File: config.mk
export PLATFORM = sky130hd
export DESIGN_NAME = v_notify_coalesce
export DESIGN_NICKNAME = d
export VERILOG_FILES = /design/src/rtl/v_pkg.sv /design/src/rtl/v_notify_coalesce_idq.sv /design/src/rtl/v_notify_coalesce.sv
export SDC_FILE = /design/constraint.sdc
export NUM_CORES = 1
export LEC_CHECK = 0
export ABC_AREA = 1
export CORE_MARGIN = 4
export CORE_UTILIZATION = 26
export DETAILED_ROUTE_END_ITERATION = 6
export HOLD_SLACK_MARGIN = 0.08
export PLACE_DENSITY = 0.48
export SYNTH_ARGS = -nofsm -noshare
export SYNTH_HDL_FRONTEND = slang
export SYNTH_SLANG_ARGS = --single-unit
File: constraint.sdc
create_clock -name clk -period 3.5 [get_ports clk]
set_clock_uncertainty 0.05 [all_clocks]
set_input_delay 0.525 -clock clk [delete_from_list [all_inputs] [get_ports clk]]
set_output_delay 0.525 -clock clk [all_outputs]
set_load 0.05 [all_outputs]
File: src/rtl/v_pkg.sv
// Shared types for the list-update notify path: product ids, level-0 key/size and
// the notify beat carried towards the egress consumer.
package v_pkg;

  localparam int unsigned PRODUCTS_N     = 16;
  localparam int unsigned ID_W           = $clog2(PRODUCTS_N);
  localparam int unsigned KEY_W          = 32;
  localparam int unsigned SIZE_W         = 16;
  localparam int unsigned COALESCE_CNT_W = 16;

  typedef logic [ID_W-1:0]   id_t;
  typedef logic [KEY_W-1:0]  key_t;
  typedef logic [SIZE_W-1:0] size_t;

  typedef struct packed {
    id_t   prod_id;
    key_t  key;
    size_t size;
  } ntf_t;

endpackage

File: src/rtl/v_notify_coalesce_idq.sv
// Circular FIFO of product ids awaiting egress; depth equals the product count,
// so with one pending slot per product it can never legitimately overflow.
module v_notify_coalesce_idq
  import v_pkg::*;
#(
  parameter int unsigned DEPTH = PRODUCTS_N
) (
  input  logic                     clk,
  input  logic                     rst,
  input  logic                     push,
  input  id_t                      push_id,
  input  logic                     pop,
  output id_t                      head_id,
  output logic                     empty,
  output logic                     full,
  output logic [$clog2(DEPTH):0]   count
);

  localparam int unsigned PTR_W = $clog2(DEPTH);

  id_t              mem [DEPTH];
  logic [PTR_W-1:0] wr_ptr;
  logic [PTR_W-1:0] rd_ptr;
  logic             do_pop;

  function automatic logic [PTR_W-1:0] next_ptr(input logic [PTR_W-1:0] p);
    return (p == PTR_W'(DEPTH - 1)) ? '0 : p + 1'b1;
  endfunction

  always_comb begin
    empty   = (count == '0);
    full    = (count == ($clog2(DEPTH)+1)'(DEPTH));
    do_pop  = pop & ~empty;
    head_id = mem[rd_ptr];
  end

  always_ff @(posedge clk) begin
    if (push) mem[wr_ptr] <= push_id;
  end

  always_ff @(posedge clk or posedge rst) begin
    if (rst) begin
      wr_ptr <= '0;
      rd_ptr <= '0;
      count  <= '0;
    end else begin
      if (push)   wr_ptr <= next_ptr(wr_ptr);
      if (do_pop) rd_ptr <= next_ptr(rd_ptr);
      case ({push, do_pop})
        2'b10:   count <= count + 1'b1;
        2'b01:   count <= count - 1'b1;
        default: count <= count;
      endcase
    end
  end

endmodule

File: src/rtl/v_notify_coalesce.sv
// Coalesces level-0 notify updates per product and replays the latest key/size
// to a valid/ready egress consumer in first-pending order.
module v_notify_coalesce
  import v_pkg::*;
#(
  parameter int unsigned PROD_N = PRODUCTS_N,
  parameter int unsigned CNT_W  = COALESCE_CNT_W
) (
  input  logic                      clk,
  input  logic                      rst,
  input  logic                      i_lv0_vld,
  input  id_t                       i_lv0_prod_id,
  input  key_t                      i_lv0_key,
  input  size_t                     i_lv0_size,
  output logic                      o_ntf_vld_r,
  output id_t                       o_ntf_prod_id_r,
  output key_t                      o_ntf_key_r,
  output size_t                     o_ntf_size_r,
  input  logic                      i_ntf_rdy,
  output logic [CNT_W-1:0]          o_coalesce_cnt_r,
  output logic [$clog2(PROD_N):0]   o_pend_cnt_r
);

  logic              slot_free, q_empty, q_full;
  logic              pop, bypass, collide, ing, push, coal_inc;
  id_t               head_id;
  logic [PROD_N-1:0] pend_r, pend_nxt;
  key_t              tbl_key  [PROD_N];
  size_t             tbl_size [PROD_N];
  ntf_t              ntf_r;

  assign o_ntf_prod_id_r = ntf_r.prod_id;
  assign o_ntf_key_r     = ntf_r.key;
  assign o_ntf_size_r    = ntf_r.size;

  // A pop whose head matches the incoming id takes the fresh value directly;
  // the table copy it would have read is stale by then.
  always_comb begin
    slot_free = ~o_ntf_vld_r | i_ntf_rdy;
    pop       = slot_free & ~q_empty;
    bypass    = slot_free & q_empty & i_lv0_vld;
    collide   = pop & i_lv0_vld & (i_lv0_prod_id == head_id);
    ing       = i_lv0_vld & ~bypass & ~collide;
    push      = ing & ~pend_r[i_lv0_prod_id];
    coal_inc  = collide | (ing & pend_r[i_lv0_prod_id]);

    pend_nxt = pend_r;
    if (pop)  pend_nxt[head_id]       = 1'b0;
    if (push) pend_nxt[i_lv0_prod_id] = 1'b1;
  end

  v_notify_coalesce_idq #(.DEPTH(PROD_N)) u_idq (
    .clk     (clk),
    .rst     (rst),
    .push    (push),
    .push_id (i_lv0_prod_id),
    .pop     (pop),
    .head_id (head_id),
    .empty   (q_empty),
    .full    (q_full),
    .count   (o_pend_cnt_r)
  );

  always_ff @(posedge clk) begin
    if (i_lv0_vld & ~bypass) begin
      tbl_key[i_lv0_prod_id]  <= i_lv0_key;
      tbl_size[i_lv0_prod_id] <= i_lv0_size;
    end
  end

  always_ff @(posedge clk or posedge rst) begin
    if (rst) begin
      o_ntf_vld_r <= 1'b0;
      ntf_r       <= '0;
    end else if (pop) begin
      o_ntf_vld_r <= 1'b1;
      ntf_r       <= collide ? '{i_lv0_prod_id, i_lv0_key, i_lv0_size}
                             : '{head_id, tbl_key[head_id], tbl_size[head_id]};
    end else if (bypass) begin
      o_ntf_vld_r <= 1'b1;
      ntf_r       <= '{i_lv0_prod_id, i_lv0_key, i_lv0_size};
    end else if (slot_free) begin
      o_ntf_vld_r <= 1'b0;
    end
  end

  always_ff @(posedge clk or posedge rst) begin
    if (rst) begin
      pend_r           <= '0;
      o_coalesce_cnt_r <= '0;
    end else begin
      pend_r <= pend_nxt;
      if (coal_inc && (o_coalesce_cnt_r != '1))
        o_coalesce_cnt_r <= o_coalesce_cnt_r + 1'b1;
    end
  end

  a_push_not_full : assert property (@(posedge clk) disable iff (rst) push |-> !q_full);

endmodule

After elaboration in Yosys (flattened, before gate mapping)
Memory sizes are Yosys's and may differ from the RTL's.
Cells that the tools add are included.

storage, ports and cells
  bits in writable memories = 832
  memories kept = 3
  word-level logic and storage cells = 75
  output and inout port bits = 74
  bits of input ports = 56
  bits in registers = 98

operators by class
  reductions and logical operators = 7
  bitwise logic cells = 20
  mux-type cells = 21
  order comparisons = 4
  $add $sub $neg = 5
  equal/unequal tests = 6

memory list
  name       words  bits a word  rd ports  clocked after Yosys merged registers in  write ports  RTL line                     source
  tbl_key    16     32           1         0                                        1            v_notify_coalesce.sv:28      key_t tbl_key [PROD_N];
  tbl_size   16     16           1         0                                        1            v_notify_coalesce.sv:29      size_t tbl_size [PROD_N];
  u_idq.mem  16     4            1         0                                        1            v_notify_coalesce_idq.sv:21  id_t mem [DEPTH];

operators with widths
  kind                     count
  $mux W52                 3
  $mux W16                 2
  $add A16 B1 Y16 const B  1
  $and A16 B16 Y16         1
  $ne A16 B16 Y1 const B   1
  $not A16 Y16             1
  $or A16 B16 Y16          1
  $and A1 B1 Y1            10
  $lt A4 B5 Y1 const B     2
  $mux W1                  10
  $pmux W5 S2              1
  $add A4 B1 Y4 const B    2
  $demux W1 S4             2
  $eq A4 B4 Y1 const B     2
  $ge A4 B1 Y1 const B     2
  $mux W4                  2
  $add A5 B1 Y5 const B    1
  $logic_not A5 Y1         1
  $not A1 Y1               5
  $sub A5 B1 Y5 const B    1
  $bmux W1 S4              1
  $eq A4 B4 Y1             1
  $reduce_bool A2 Y1       2
  $logic_and A1 B1 Y1      3
  4 further kinds          5

Logic depth before layout (Yosys ltp)
  depth in word-level cells = 10
  gate-level depth with buffers = 27
  gate-level depth less buffers = 24

Cells and area by module
From an unflattened synthesis, not the netlist that was laid out.

second synthesis, totals
  cell total of the unflattened synthesis = 2929
  area total of the unflattened synthesis = 37013.0 um^2

modules (own cells, without submodules)
  module                 cells each  times used  seq. area each (um^2)  area each (um^2)
  v_notify_coalesce      2552        1           25189.2                33327.0
  v_notify_coalesce_idq  377         1           2247.2                 3686.0

Worst setup path before layout
OpenSTA, ideal clock, no wires.

  path kind = register to register
  start point = reg u_idq.count[2]
  end point = mem tbl_key[10][0] in the netlist's numbering, enable pin
  stages on the path, launching flop included = 7
  data required time = 2.996 ns
  setup slack = -0.418 ns
  period minus slack after synthesis = 3.918 ns
  data arrival time = 3.414 ns
  buffers on the path = 1
  library setup time = 0.454 ns
  path through = dfrtp_1 > inv_1 > and3_1 > nand2_1 > nand2_1 > clkbuf_1 > nor2_1

between the ends
  word-level cells in the longest chain between the ends = 7

ends and longest elaborated chain
  what                           RTL line                     source
  start: declaration             v_notify_coalesce_idq.sv:16  output logic [$clog2(DEPTH):0] count
  start signal: assignment       v_notify_coalesce_idq.sv:50  2'b10: count <= count + 1'b1;
  start signal: assignment       v_notify_coalesce_idq.sv:51  2'b01: count <= count - 1'b1;
  start signal: assignment       v_notify_coalesce_idq.sv:52  default: count <= count;
  $logic_not A5 Y1               v_notify_coalesce_idq.sv:31  empty = (count == '0);
  $and A1 B1 Y1 (2 in a row)     v_notify_coalesce.sv:41      bypass = slot_free & q_empty & i_lv0_vld;
  $not A1 Y1                     v_notify_coalesce.sv:65      if (i_lv0_vld & ~bypass) begin
  $and A1 B1 Y1                  v_notify_coalesce.sv:65
  $mux W1                        v_notify_coalesce.sv:65
  $mux W1 (not written as such)  v_notify_coalesce.sv:66      tbl_key[i_lv0_prod_id] <= i_lv0_key;
  end: declaration               v_notify_coalesce.sv:28

No other way between the ends.

Worst setup path in the final report
  start point = reg u_idq.rd_ptr[0]
  end point = reg ntf_r, in the netlist o_ntf_size_r[6]

between the ends
  word-level cells in the longest chain between the ends = 5
  elaborated cells between the ends (all ways) = 6
  those cells by class = 1 x eq/ne; 2 x mux; 1 x bitwise; 2 x memory

ends and longest elaborated chain
  what                                                                     RTL line                     source
  start: declaration                                                       v_notify_coalesce_idq.sv:23  logic [PTR_W-1:0] rd_ptr;
  start signal: assignment                                                 v_notify_coalesce_idq.sv:48  if (do_pop) rd_ptr <= next_ptr(rd_ptr);
  $mem_v2 Z16 W4 *                                                         n/a
  parallel branches: the longest is 2 deep, another holds $mem_v2 Z16 W16  n/a
  $mux W52 *                                                               v_notify_coalesce.sv:77      ntf_r <= collide ? '{i_lv0_prod_id, i_lv0_key, i_lv0_size}
  $mux W52 *                                                               v_notify_coalesce.sv:75      end else if (pop) begin
  end signal: assignment                                                   v_notify_coalesce.sv:77
  end signal: assignment                                                   v_notify_coalesce.sv:81      ntf_r <= '{i_lv0_prod_id, i_lv0_key, i_lv0_size};
  end: declaration                                                         v_notify_coalesce.sv:30      ntf_t ntf_r;

Mark *: on every way between the ends.
A chain may end at the register's enable or synchronous reset.

==> results.toml <==
[outcome]
status = "finished clean"

[clocking]
post-cts-setup-buffers = 0
clk_pin_slew_ps = 60
cts_resized = 0
cts_buffers = 97
h-tree-depth = 3
cts_root_buf = "clkbuf_16"
cts_tree = "built"
cts_hold_buf = 0
cts_sinks = 930
cts_max_path_buffers = 3
clk-insertion-delay-late_ps = 680

[placed_design]
dp_cells = 4447
hpwl_um = 60400
placed_area_um2 = 40600
gp_congestion = 0.779
portBuffers = 129

[power_and_ir_drop]
leakagePower_nw = 14.9
power_density_nw_per_um2 = 972
irDropWorstVdd_mv = 0.722
total_power_mw = 42.6

[sta]
tightest_slew_ps = 829
setup_viol = 0
maxSlewViolCount = 0
max_freq_mhz = 325
rsz0062_at_grt = "false"
period_minus_slack_ps = 3080
hold_viol_final = 0
hold_slack_ps = 184
period_share = 0.879
relSlewSlack = 0.446

[layout]
final_util = 0.319
area_delta_synth_final_pct = 21.9
final_common_cell = "edfxtp_1"
fin_area_um2 = 43800
mostFrequentLayoutCells = "832 x edfxtp_1, 393 x nand2_1, 392 x a22oi_1"
fillers = 13600
fin_cells = 4631
layout.nets = 2817
drive_gt1_frac = 0.113

[synthesis]
synthCells = 2537
synth_top_family_by_area = "compound AO/OA/AOI/OAI gates"
synthXorXnorAreaFrac = 0.00487
synth_area_per_cell_um2 = 14.2
ys_seq_elements = 930
synth_area_leaders = "edfxtp_1 69%, a22oi_1 8.2%, dfrtp_1 6.8%"
synth_fa_ha_area_frac = 0.00313
synth_edf_count = 832
yosys_warnings = 0
synth_cell_type_count = 37
synthMuxAreaShare = 0
ys_async_sr_fraction = 0.105
synth_compound_area_frac = 0.117
synth_nets = 2602
ys_seq_area_frac = 0.763
synth-main-ff-cell = "edfxtp_1"
synth-simple-area-share = 0.0836
synth_area_um2 = 36000
yosys.area.top_type = "edfxtp_1"
yosys.area.top_type_share = 0.695

[floorplanning]
io-pin-count = 130
rows = 136
die_h_um = 380
die_area_um2 = 144000
core_um2 = 137000
die_w_um = 380
start_util = 0.262

[grt]
antenna_found_initial = 9
grt_pass1_wl_um = 156000
grt_overflow = 0
grt_max_degree = 53
grt_pass1_vias = 22100
grtUsageTotal = 0.144

[worst_setup_path]
end_kind = "flip-flop"
critPathBufInv = 3
crit_path_start_kind = "flip-flop"
critPathCapture = "o_ntf_size_r[6]$_DFFE_PP0P_"
worstRegToRegCells = 16
rr_startpoint = "u_idq.rd_ptr[0]$_DFFE_PP0P_"
crit_required_ps = 4050
crit_path_max_incr_delay_ps = 500
crit_path_frequent_cell = "nand2_1"
cpMaxStageDelayCell = "buf_4"
crit_cells = 16
cp_cell_sequence = "inv_4 -> nand2_1 -> nand2_1 -> nand2_1 -> nand3_1 -> nand3_2 -> nand2_4 -> inv_2 -> nor2_4 -> buf_4 -> a22oi_1 -> a21oi_1 -> nor3_1 -> nand2_1 -> nand2_1 -> nand2_1"
cp.arrival_ps = 3630
criticalPathCategory = "flip-flop to flip-flop"
path_max_fanout = 33
r2r_end = "o_ntf_size_r[6]$_DFFE_PP0P_"
crit_start = "u_idq.rd_ptr[0]$_DFFE_PP0P_"
crit_family = "simple AND/OR/NAND/NOR gates"
regToRegSetupSlack_ps = 420

[route]
finalWirelength_um = 107000
postRouteAntennaNets = 0
dr.pass1.iters = 7
drc = 0
viasPerCell = 4.77
drt-initial-drc-count = 1918
post_drt_wl_per_cell_um = 23.0
num_vias = 22100

[min_path]
hp-class = "input pin to asynchronous set/reset pin"

[run]
max-cap-violations = 0
==> worst min path at each step <==
stage                                      startpoint                     endpoint  slack [ps]  cells after the start
after floorplan                  pend_r[13]$_DFF_PP0_         pend_r[13]$_DFF_PP0_         420                      2
after global placement    o_ntf_size_r[0]$_DFFE_PP0P_  o_ntf_size_r[0]$_DFFE_PP0P_         410                      2
after detailed placement   o_ntf_key_r[9]$_DFFE_PP0P_   o_ntf_key_r[9]$_DFFE_PP0P_         410                      2
after CTS                                         rst  o_ntf_size_r[5]$_DFFE_PP0P_         170                      2
after global routing                              rst  o_ntf_size_r[5]$_DFFE_PP0P_         210                      2
final                                             rst  o_ntf_size_r[5]$_DFFE_PP0P_         180                      2
==> Yosys cell counts, types with 11 or more instances <==
cell and count:
o21ai_0 43, nor3_1 41, nor2_1 181, dfrtp_1 98, buf_2 86, or2_1 11
a21oi_1 199, nand2_1 395, edfxtp_1 832, a22oi_1 392, inv_1 60, nand3_1 50
clkbuf_1 35
==> where the power goes <==
part	switching, mW	internal, mW	leakage [nW]
clock	4.40	6.11	1.59
combinational	12.5	6.26	4.56
sequential	0.464	12.8	8.73
==> area by class of cell <==
type / count / area, um^2 / area share
clock buffer: 135 / 2760 / 0.0629
sequential: 930 / 27400 / 0.626
timing repair buffer: 257 / 2950 / 0.0674
multi-input combinational: 1396 / 7660 / 0.175
inverter: 70 / 279 / 0.00637
antenna: 2 / 5.00 / 0.000114
tap: 1794 / 2240 / 0.0512
clock inverter: 47 / 490 / 0.0112
==> layer usage <==
layer / vias up / GRT usage / share of wire
met5: - / 0 / 0
met4: 0 / 0.0272 / 0.017
met2: 661 / 0.228 / 0.46
met3: 132 / 0.0289 / 0.061
li1: 9976 / - / -
met1: 11300 / 0.208 / 0.46
==> state kept, by name, summed over array words and instances (netlist names) <==
name / cells
pend_r: 16
o_ntf_vld_r: 1
tbl_size: 256
u_idq.wr_ptr: 4
o_ntf_prod_id_r: 4
o_coalesce_cnt_r: 16
o_ntf_key_r: 32
u_idq.count: 5
u_idq.rd_ptr: 4
o_ntf_size_r: 16
tbl_key: 512
u_idq.mem: 64
==> per-stage QoR <==
step,worst slack [ps],setup TNS [ps]
final,424,0
after global routing,5.39,0
after CTS,357,0
after detailed placement,147,0
after global placement,153,0
after floorplan,-418,-261090
==> cells by family (layout without fill, tap and decap cells) <==
kind of cell | after synthesis | in the layout
AND/OR/NAND/NOR | 721 | 721
buffers and inverters | 211 | 509
XOR/XNOR | 20 | 20
other | 0 | 2
flip-flops | 930 | 930
adder cells (fa/ha/maj) | 9 | 9
AO/OA/AOI/OAI | 646 | 646
(Power assumes the default switching activity.)
